### config.mk
export PLATFORM = sky130hd
export DESIGN_NAME = uart_rx_fifo
export DESIGN_NICKNAME = d
export VERILOG_FILES = /design/src/rtl/uart_rx_fifo.sv
export SDC_FILE = /design/constraint.sdc
export NUM_CORES = 1
export LEC_CHECK = 0
export ABC_AREA = 1
export CAP_MARGIN = 20
export CORE_MARGIN = 2
export CORE_UTILIZATION = 25
export DETAILED_ROUTE_END_ITERATION = 10
export DONT_BUFFER_PORTS = 1
export PLACE_DENSITY_LB_ADDON = 0.3
export SYNTH_ARGS = -nofsm -noshare
export SYNTH_HDL_FRONTEND = slang
export SYNTH_SLANG_ARGS = --single-unit
### constraint.sdc
create_clock -name clk_50m -period 1.9 [get_ports clk_50m]
set_input_delay 0.57 -clock clk_50m [delete_from_list [all_inputs] [get_ports clk_50m]]
set_output_delay 0.57 -clock clk_50m [all_outputs]
set_load 0.005 [all_outputs]
### src/rtl/uart_rx_fifo.sv
//-----------------------------------------------------------------------------
// uart_rx_fifo
// 8N1 UART receiver with 16x oversampling that feeds a FIFO_DEPTH-entry frame
// buffer. The whole buffer is presented in parallel so the sweeper can latch
// a complete command, and a single fifo_rd_en pulse consumes the frame.
//
// Ports:
//   clk_50m          in   system clock, rising edge
//   reset            in   asynchronous active-low reset
//   rx               in   serial input, idle high
//   fifo_rd_en       in   frame consume pulse (clears the whole buffer)
//   fifo_data_out    out  buffer image, entry k at [FIFO_WIDTH*k +: FIFO_WIDTH]
//   fifo_empty       out  count == 0
//   fifo_full        out  count == FIFO_DEPTH
//   fifo_almost_full out  count >= FIFO_DEPTH-1
//   frame_err        out  (UART_RX_FRAME_ERR_EN only) one-cycle bad-stop pulse
//
// Optional feature macro: UART_RX_FRAME_ERR_EN
//-----------------------------------------------------------------------------
`timescale 1ns/1ps
module uart_rx_fifo #(
  parameter int unsigned CLK_FREQ   = 50000000,
  parameter int unsigned UART_BAUD  = 115200,
  parameter int unsigned FIFO_WIDTH = 8,
  parameter int unsigned FIFO_DEPTH = 11
) (
  input  logic                             clk_50m,
  input  logic                             reset,
  input  logic                             rx,
  input  logic                             fifo_rd_en,
  output logic [FIFO_WIDTH*FIFO_DEPTH-1:0] fifo_data_out,
  output logic                             fifo_empty,
  output logic                             fifo_full,
  output logic                             fifo_almost_full
`ifdef UART_RX_FRAME_ERR_EN
  ,
  output logic                             frame_err
`endif
);

  localparam int unsigned DIV   = CLK_FREQ / (UART_BAUD * 16);
  localparam int unsigned DIV_W = (DIV > 1) ? $clog2(DIV) : 1;
  localparam int unsigned CNT_W = $clog2(FIFO_DEPTH + 1);
  localparam int unsigned BUF_W = FIFO_WIDTH * FIFO_DEPTH;

  typedef enum logic [1:0] {S_IDLE, S_START, S_DATA, S_STOP} state_t;

  // Baud x16 tick generator
  logic [DIV_W-1:0] r_div_cnt;
  logic             r_baud_tick;

  always_ff @(posedge clk_50m or negedge reset) begin
    if (!reset) begin
      r_div_cnt   <= '0;
      r_baud_tick <= 1'b0;
    end else if (r_div_cnt == DIV_W'(DIV - 1)) begin
      r_div_cnt   <= '0;
      r_baud_tick <= 1'b1;
    end else begin
      r_div_cnt   <= r_div_cnt + DIV_W'(1);
      r_baud_tick <= 1'b0;
    end
  end

  // Two-flop synchronizer plus one history flop for falling-edge detection
  logic r_rx_meta, r_rx_sync, r_rx_prev;
  logic w_rx_fall;

  always_ff @(posedge clk_50m or negedge reset) begin
    if (!reset) begin
      r_rx_meta <= 1'b1;
      r_rx_sync <= 1'b1;
      r_rx_prev <= 1'b1;
    end else begin
      r_rx_meta <= rx;
      r_rx_sync <= r_rx_meta;
      r_rx_prev <= r_rx_sync;
    end
  end

  assign w_rx_fall = r_rx_prev & ~r_rx_sync;

  // Receiver FSM: state and datapath registers
  state_t     r_state, w_state_nxt;
  logic [3:0] r_tick_cnt, w_tick_nxt;
  logic [2:0] r_bit_cnt, w_bit_nxt;
  logic [7:0] uart_data, w_data_nxt;
  logic       fifo_wr_en, w_wr_nxt;
`ifdef UART_RX_FRAME_ERR_EN
  logic       r_frame_err, w_ferr_nxt;
`endif

  always_ff @(posedge clk_50m or negedge reset) begin
    if (!reset) begin
      r_state    <= S_IDLE;
      r_tick_cnt <= '0;
      r_bit_cnt  <= '0;
      uart_data  <= '0;
      fifo_wr_en <= 1'b0;
`ifdef UART_RX_FRAME_ERR_EN
      r_frame_err <= 1'b0;
`endif
    end else begin
      r_state    <= w_state_nxt;
      r_tick_cnt <= w_tick_nxt;
      r_bit_cnt  <= w_bit_nxt;
      uart_data  <= w_data_nxt;
      fifo_wr_en <= w_wr_nxt;
`ifdef UART_RX_FRAME_ERR_EN
      r_frame_err <= w_ferr_nxt;
`endif
    end
  end

  // Next-state logic; samples land mid-bit (8 ticks into start, then every 16)
  always_comb begin
    w_state_nxt = r_state;
    w_tick_nxt  = r_tick_cnt;
    w_bit_nxt   = r_bit_cnt;
    w_data_nxt  = uart_data;
    w_wr_nxt    = 1'b0;
`ifdef UART_RX_FRAME_ERR_EN
    w_ferr_nxt  = 1'b0;
`endif
    case (r_state)
      S_IDLE: begin
        if (w_rx_fall) begin
          w_state_nxt = S_START;
          w_tick_nxt  = '0;
        end
      end
      S_START: begin
        if (r_baud_tick) begin
          w_tick_nxt = r_tick_cnt + 4'd1;
          if (r_tick_cnt == 4'd7) begin
            w_tick_nxt  = '0;
            w_bit_nxt   = '0;
            // A high line at mid-start is a glitch, not a start bit
            w_state_nxt = r_rx_sync ? S_IDLE : S_DATA;
          end
        end
      end
      S_DATA: begin
        if (r_baud_tick) begin
          w_tick_nxt = r_tick_cnt + 4'd1;
          if (r_tick_cnt == 4'd15) begin
            w_data_nxt = {r_rx_sync, uart_data[7:1]};
            w_bit_nxt  = r_bit_cnt + 3'd1;
            if (r_bit_cnt == 3'd7) begin
              w_state_nxt = S_STOP;
            end
          end
        end
      end
      S_STOP: begin
        if (r_baud_tick) begin
          w_tick_nxt = r_tick_cnt + 4'd1;
          if (r_tick_cnt == 4'd15) begin
            w_state_nxt = S_IDLE;
            w_wr_nxt    = r_rx_sync;
`ifdef UART_RX_FRAME_ERR_EN
            w_ferr_nxt  = ~r_rx_sync;
`endif
          end
        end
      end
      default: w_state_nxt = S_IDLE;
    endcase
  end

  // Frame buffer: a read clears everything, then a same-cycle write lands at 0
  logic [BUF_W-1:0] r_buf;
  logic [CNT_W-1:0] r_count, w_count_nxt;
  logic             w_full_int;
  logic             w_wr_ok;

  assign w_full_int = (r_count == CNT_W'(FIFO_DEPTH));
  assign w_wr_ok    = fifo_wr_en & ~w_full_int;

  always_comb begin
    w_count_nxt = r_count;
    if (fifo_rd_en) begin
      w_count_nxt = fifo_wr_en ? CNT_W'(1) : '0;
    end else if (w_wr_ok) begin
      w_count_nxt = r_count + CNT_W'(1);
    end
  end

  always_ff @(posedge clk_50m or negedge reset) begin
    if (!reset) begin
      r_buf   <= '0;
      r_count <= '0;
    end else begin
      r_count <= w_count_nxt;
      if (fifo_rd_en) begin
        r_buf <= '0;
        if (fifo_wr_en) begin
          r_buf[FIFO_WIDTH-1:0] <= FIFO_WIDTH'(uart_data);
        end
      end else if (w_wr_ok) begin
        for (int unsigned i = 0; i < FIFO_DEPTH; i++) begin
          if (r_count == CNT_W'(i)) begin
            r_buf[FIFO_WIDTH*i +: FIFO_WIDTH] <= FIFO_WIDTH'(uart_data);
          end
        end
      end
    end
  end

  // Registered status flags derived from the post-edge count
  always_ff @(posedge clk_50m or negedge reset) begin
    if (!reset) begin
      fifo_empty       <= 1'b1;
      fifo_full        <= 1'b0;
      fifo_almost_full <= 1'b0;
    end else begin
      fifo_empty       <= (w_count_nxt == '0);
      fifo_full        <= (w_count_nxt == CNT_W'(FIFO_DEPTH));
      fifo_almost_full <= (w_count_nxt >= CNT_W'(FIFO_DEPTH - 1));
    end
  end

  assign fifo_data_out = r_buf;

`ifdef UART_RX_FRAME_ERR_EN
  // Sticky record that a completed byte was dropped on a full buffer
  logic overflow_seen;

  always_ff @(posedge clk_50m or negedge reset) begin
    if (!reset) begin
      overflow_seen <= 1'b0;
    end else if (fifo_wr_en && w_full_int && !fifo_rd_en) begin
      overflow_seen <= 1'b1;
    end
  end

  assign frame_err = r_frame_err;
`endif

endmodule

== Word level (Yosys, flattened, before mapping) ==
Cells that the tools add are included.
Operators by class
  add/subtract/negate cells: 4
  $lt $le $gt $ge: 1
  eq/ne operators: 28
  multiplexer cells: 42
  bitwise logic cells: 4
  reductions and logical operators: 32
Operators with widths (count)
  $mux W88: 2
  $mux W8: 12
  $reduce_bool A2 Y1: 13
  $eq A4 B4 Y1 const B: 6
  $mux W4: 6
  $reduce_and A2 Y1: 11
  $eq A4 B3 Y1 const B: 5
  $mux W2: 9
  $ne A2 B2 Y1 const B: 8
  $mux W3: 4
  $pmux W4 S3: 1
  $add A4 B1 Y4 const B: 2
  $eq A4 B2 Y1 const B: 2
  $logic_not A4 Y1: 2
  $pmux W2 S4: 1
  $reduce_and A8 Y1: 1
  $pmux W3 S2: 1
  $reduce_and A3 Y1: 2
  $add A5 B1 Y5 const B: 1
  $eq A5 B5 Y1 const B: 1
  $mux W1: 5
  $mux W5: 1
  $reduce_and A5 Y1: 1
  $eq A2 B2 Y1 const B: 2
  10 further kinds: 12
Word-level totals
  register bits: 122
  input bits: 4
  output and inout bits: 91

== Longest topological paths before layout ==
  depth after elaboration: 6
  gate-level depth with buffers: 9
  gate-level depth less buffers: 8

== Least setup slack after synthesis ==
No wires, ideal clock.
  path kind: input to register
  start point: input fifo_rd_en
  end point: register r_buf[30] (netlist: fifo_data_out[30])
  setup time: 0.126 ns
  arrival time: 1.449 ns
  slack: 0.325 ns
  cell stages on the path: 7
  buffers on the path: 3
  cell sequence: buf_2 > inv_4 > buf_4 > o21ai_2 > buf_4 > nand2_1 > o21ai_0
Between the ends
  cells in the longest elaborated chain, start to end: 2
  elaborated cells on any way between the ends: 4
RTL lines
  start: declaration: RTL line 30  | input logic fifo_rd_en,
  $reduce_bool A2 Y1 (no line)
  $reduce_and A2 Y1 (no line)
  end signal: indexed assignment: RTL line 198  | r_buf[FIFO_WIDTH-1:0] <= FIFO_WIDTH'(uart_data);
  end signal: indexed assignment: RTL line 203  | r_buf[FIFO_WIDTH*i +: FIFO_WIDTH] <= FIFO_WIDTH'(uart_data);
  end: declaration: RTL line 172  | logic [BUF_W-1:0] r_buf;
Parallel ways exist; a longest one is shown, timed or not.
A chain may end at the register's enable or synchronous reset.

== Worst setup path in the final report ==
  start point: register r_count[0]
  end point: register r_buf[84] (netlist: fifo_data_out[84])
Between the ends
  cells in the longest elaborated chain, start to end: 5
  elaborated cells on any way between the ends: 7
RTL lines
  start: declaration: RTL line 173  | logic [CNT_W-1:0] r_count, w_count_nxt;
  start signal: assignment: RTL line 194  | r_count <= w_count_nxt;
  $eq A4 B4 Y1: RTL line 177  | assign w_full_int = (r_count == CNT_W'(FIFO_DEPTH));
  $not A1 Y1: RTL line 178  | assign w_wr_ok = fifo_wr_en & ~w_full_int;
  $and A1 B1 Y1: RTL line 178
  $reduce_bool A2 Y1 (no line)
  $reduce_and A2 Y1 (no line) *
Every way passes the cells marked *; elsewhere a longest branch is shown, timed or not.

==> impl_metrics.ini <==
[grt]
grt-ovfl-total = 0
antenna_found_initial = 0
grt_pass1_vias = 3409
grt.total_usage_pct = 12.00
grt_first_pass_wirelength_um = 19930
grt_max_degree = 123

[detailed_routing]
drt-initial-drc-count = 204
drc = 0
dr.pass1.iters = 5
wl_per_cell_um = 14.62
routed_wl_um = 12940
routed_via_density = 4.061
postRouteAntennaNets = 0
vias = 3594

[sta]
whs_ps = -158.9
setup_viol = 0
timing.final.hold_violations = 118
rsz0062_at_grt = false
fin_worst_skew_ps = 12.70
layout_setup_ws_ps = 235.5
tightestPinTransition_ps = 666.7
final_max_slew_viol_count = 0
min_period_over_period_pct = 87.60
min_period_ps = 1664
slew_headroom_pct = 55.21
tns_ps = 0
max_freq_mhz = 600.8

[worst_setup_path]
crit_required_ps = 2190
rrSetupSlack_ps = 240
crit_type = register to register
crit_arrival_ps = 1950
cp-start-kind = register
crit_fanout = 16
cp-end-kind = register

[place]
dpl_cell_area_sq_um = 5598
numPortBuffers = 0
gp_congestion = 0.7111
dp_hpwl_um = 8574
placedCellCount = 854
pre_cts_slack_ps = 227.9

[cells_and_area]
final_cells = 885
seq_area_sq_um = 3058
final_nets = 611
syn2layout_area_growth_pct = 17.24
utilization_pct = 29.62
postLayoutCellArea_sq_um = 6168
n_fill_cell = 2210
drive_gt1_share_pct = 11.15
multi_input_area_sq_um = 1638
antennaDiodeCount = 0

[yosys]
syn_area_sq_um = 5261
yosysSeqAreaShare_pct = 58.12
post-synth-top-count-cell = nand2_1
ys_ff_latch = 122
synth-edff-count = 0
ys_warn_count = 0
synth_top_cells_by_count = nand2_1 (135), dfrtp_1 (118), inv_1 (110)
yosysUniqueCellTypes = 29
yosys.area.top_type_share_pct = 56.12
synth_flop_cell = dfrtp_1
synthCells = 580
synthArstFlopShare_pct = 100.0
syn_nets = 593
synth.avg_cell_area_sq_um = 9.071
yosysTopAreaCell = dfrtp_1
synth_area_leaders = dfrtp_1 (56%), o21ai_0 (9.8%), nand2_1 (9.6%)

[flow_run]
cap_violations = 0

[floorplan]
core_sq_um = 20820
start_util_pct = 25.27
fp.dieW_um = 149.1
rows = 53
io_pins = 95
dieHeight_um = 149.1
die_area_sq_um = 22220

[clock_network]
cts_resized = 0
tritoncts = done
path_clk_slew_ps = 60
cts_root_buf = clkbuf_16
cts_setup_buffers = 0
numClockSinks = 122
clk-insertion-delay-late_ps = 420
htreeDepth = 4
cts_buffer_depth = 2
cts_made_buffers = 17

[worst_hold_path]
min_path_type = input pin to async pin

[power_and_ir_drop]
p_total_mw = 6.042
leakagePower_nw = 2.662
ir_drop_uv = 569.5
p_per_area_nw_per_um2 = 979.5

[run_status]
violations = negative hold slack
status = finished with violations
==> critical path, cell delays in order (launching register included) <==
cell     delay, ps
dfrtp_1        440
ha_1           270
nand3_2        120
nand2_4        170
o21ai_2        210
buf_4          220
o21ai_0        100
==> layout by cell type, fill, tap and decap left out, types with 2 or more instances in the layout <==
| master | count |
|---|---|
| dfstp_2 | 4 |
| ha_1 | 9 |
| o21ai_4 | 6 |
| clkinvlp_4 | 5 |
| nor3_1 | 2 |
| clkbuf_16 | 17 |
| o21ai_0 | 103 |
| a21oi_1 | 6 |
| bufinv_16 | 2 |
| o21ai_2 | 4 |
| inv_1 | 110 |
| clkbuf_1 | 3 |
| nand4_1 | 6 |
| buf_4 | 18 |
| nor2_2 | 2 |
| o21ai_1 | 10 |
| nor2_1 | 18 |
| nand3_1 | 18 |
| nand2_1 | 135 |
| dfrtp_1 | 118 |
==> power breakdown <==
part           switching (mW)  total (mW)  internal (mW)
combinational           0.142       0.218         0.0762
sequential             0.0501        2.69           2.64
clock                    1.18        3.14           1.96
==> state kept, by name, indices dropped and copies added (netlist names), 3 cells and up, named ones only <==
signal and flops:
r_bit_cnt 3, uart_data 8, r_count 4, r_div_cnt 5
r_tick_cnt 4, fifo_data_out 88
==> area by class of cell <==
| type | count | area share, % |
|---|---|---|
| clock buffers | 21 | 7.302 |
| clock inverters | 10 | 1.947 |
| inverters | 112 | 6.856 |
| multi-input cells | 327 | 26.55 |
| flip-flops and latches | 122 | 49.57 |
| well taps | 275 | 5.578 |
| repair buffers | 18 | 2.191 |
==> worst paths after layout <==
path / endpoint / startpoint / cells after the start
worst max-delay path: fifo_data_out[84]$_DFFE_PN0P_ / r_count[0]$_DFF_PN0_ / 6
worst min-delay path: fifo_data_out[8]$_DFFE_PN0P_ / reset / 0
worst max register to register: fifo_data_out[84]$_DFFE_PN0P_ / r_count[0]$_DFF_PN0_ / 6
worst min register to register: r_rx_sync$_DFF_PN1_ / r_rx_meta$_DFF_PN1_ / 0
max in group asynchronous: r_rx_prev$_DFF_PN1_ / reset / 0
min in group clk_50m: r_rx_meta$_DFF_PN1_ / rx / 0
==> metal layers <==
metal  global-route usage (%)  part of all wire, %
met1                    15.01                   45
met2                    18.32                   45
met3                    5.566                  8.3
met4                    4.000                 0.92
met5                        0                    0
==> cell families (layout without fill, tap and decap cells) <==
logic type      after synthesis  in the layout  share of synthesized area (%)
buf+inv                     131            161                          10.75
compound gates              130            130                          14.13
xor+xnor                      2              2                         0.3330
simple gates                186            186                          14.53
flops                       122            122                          58.12
fa+ha+maj                     9              9                          2.140
(Power assumes the default switching activity.)
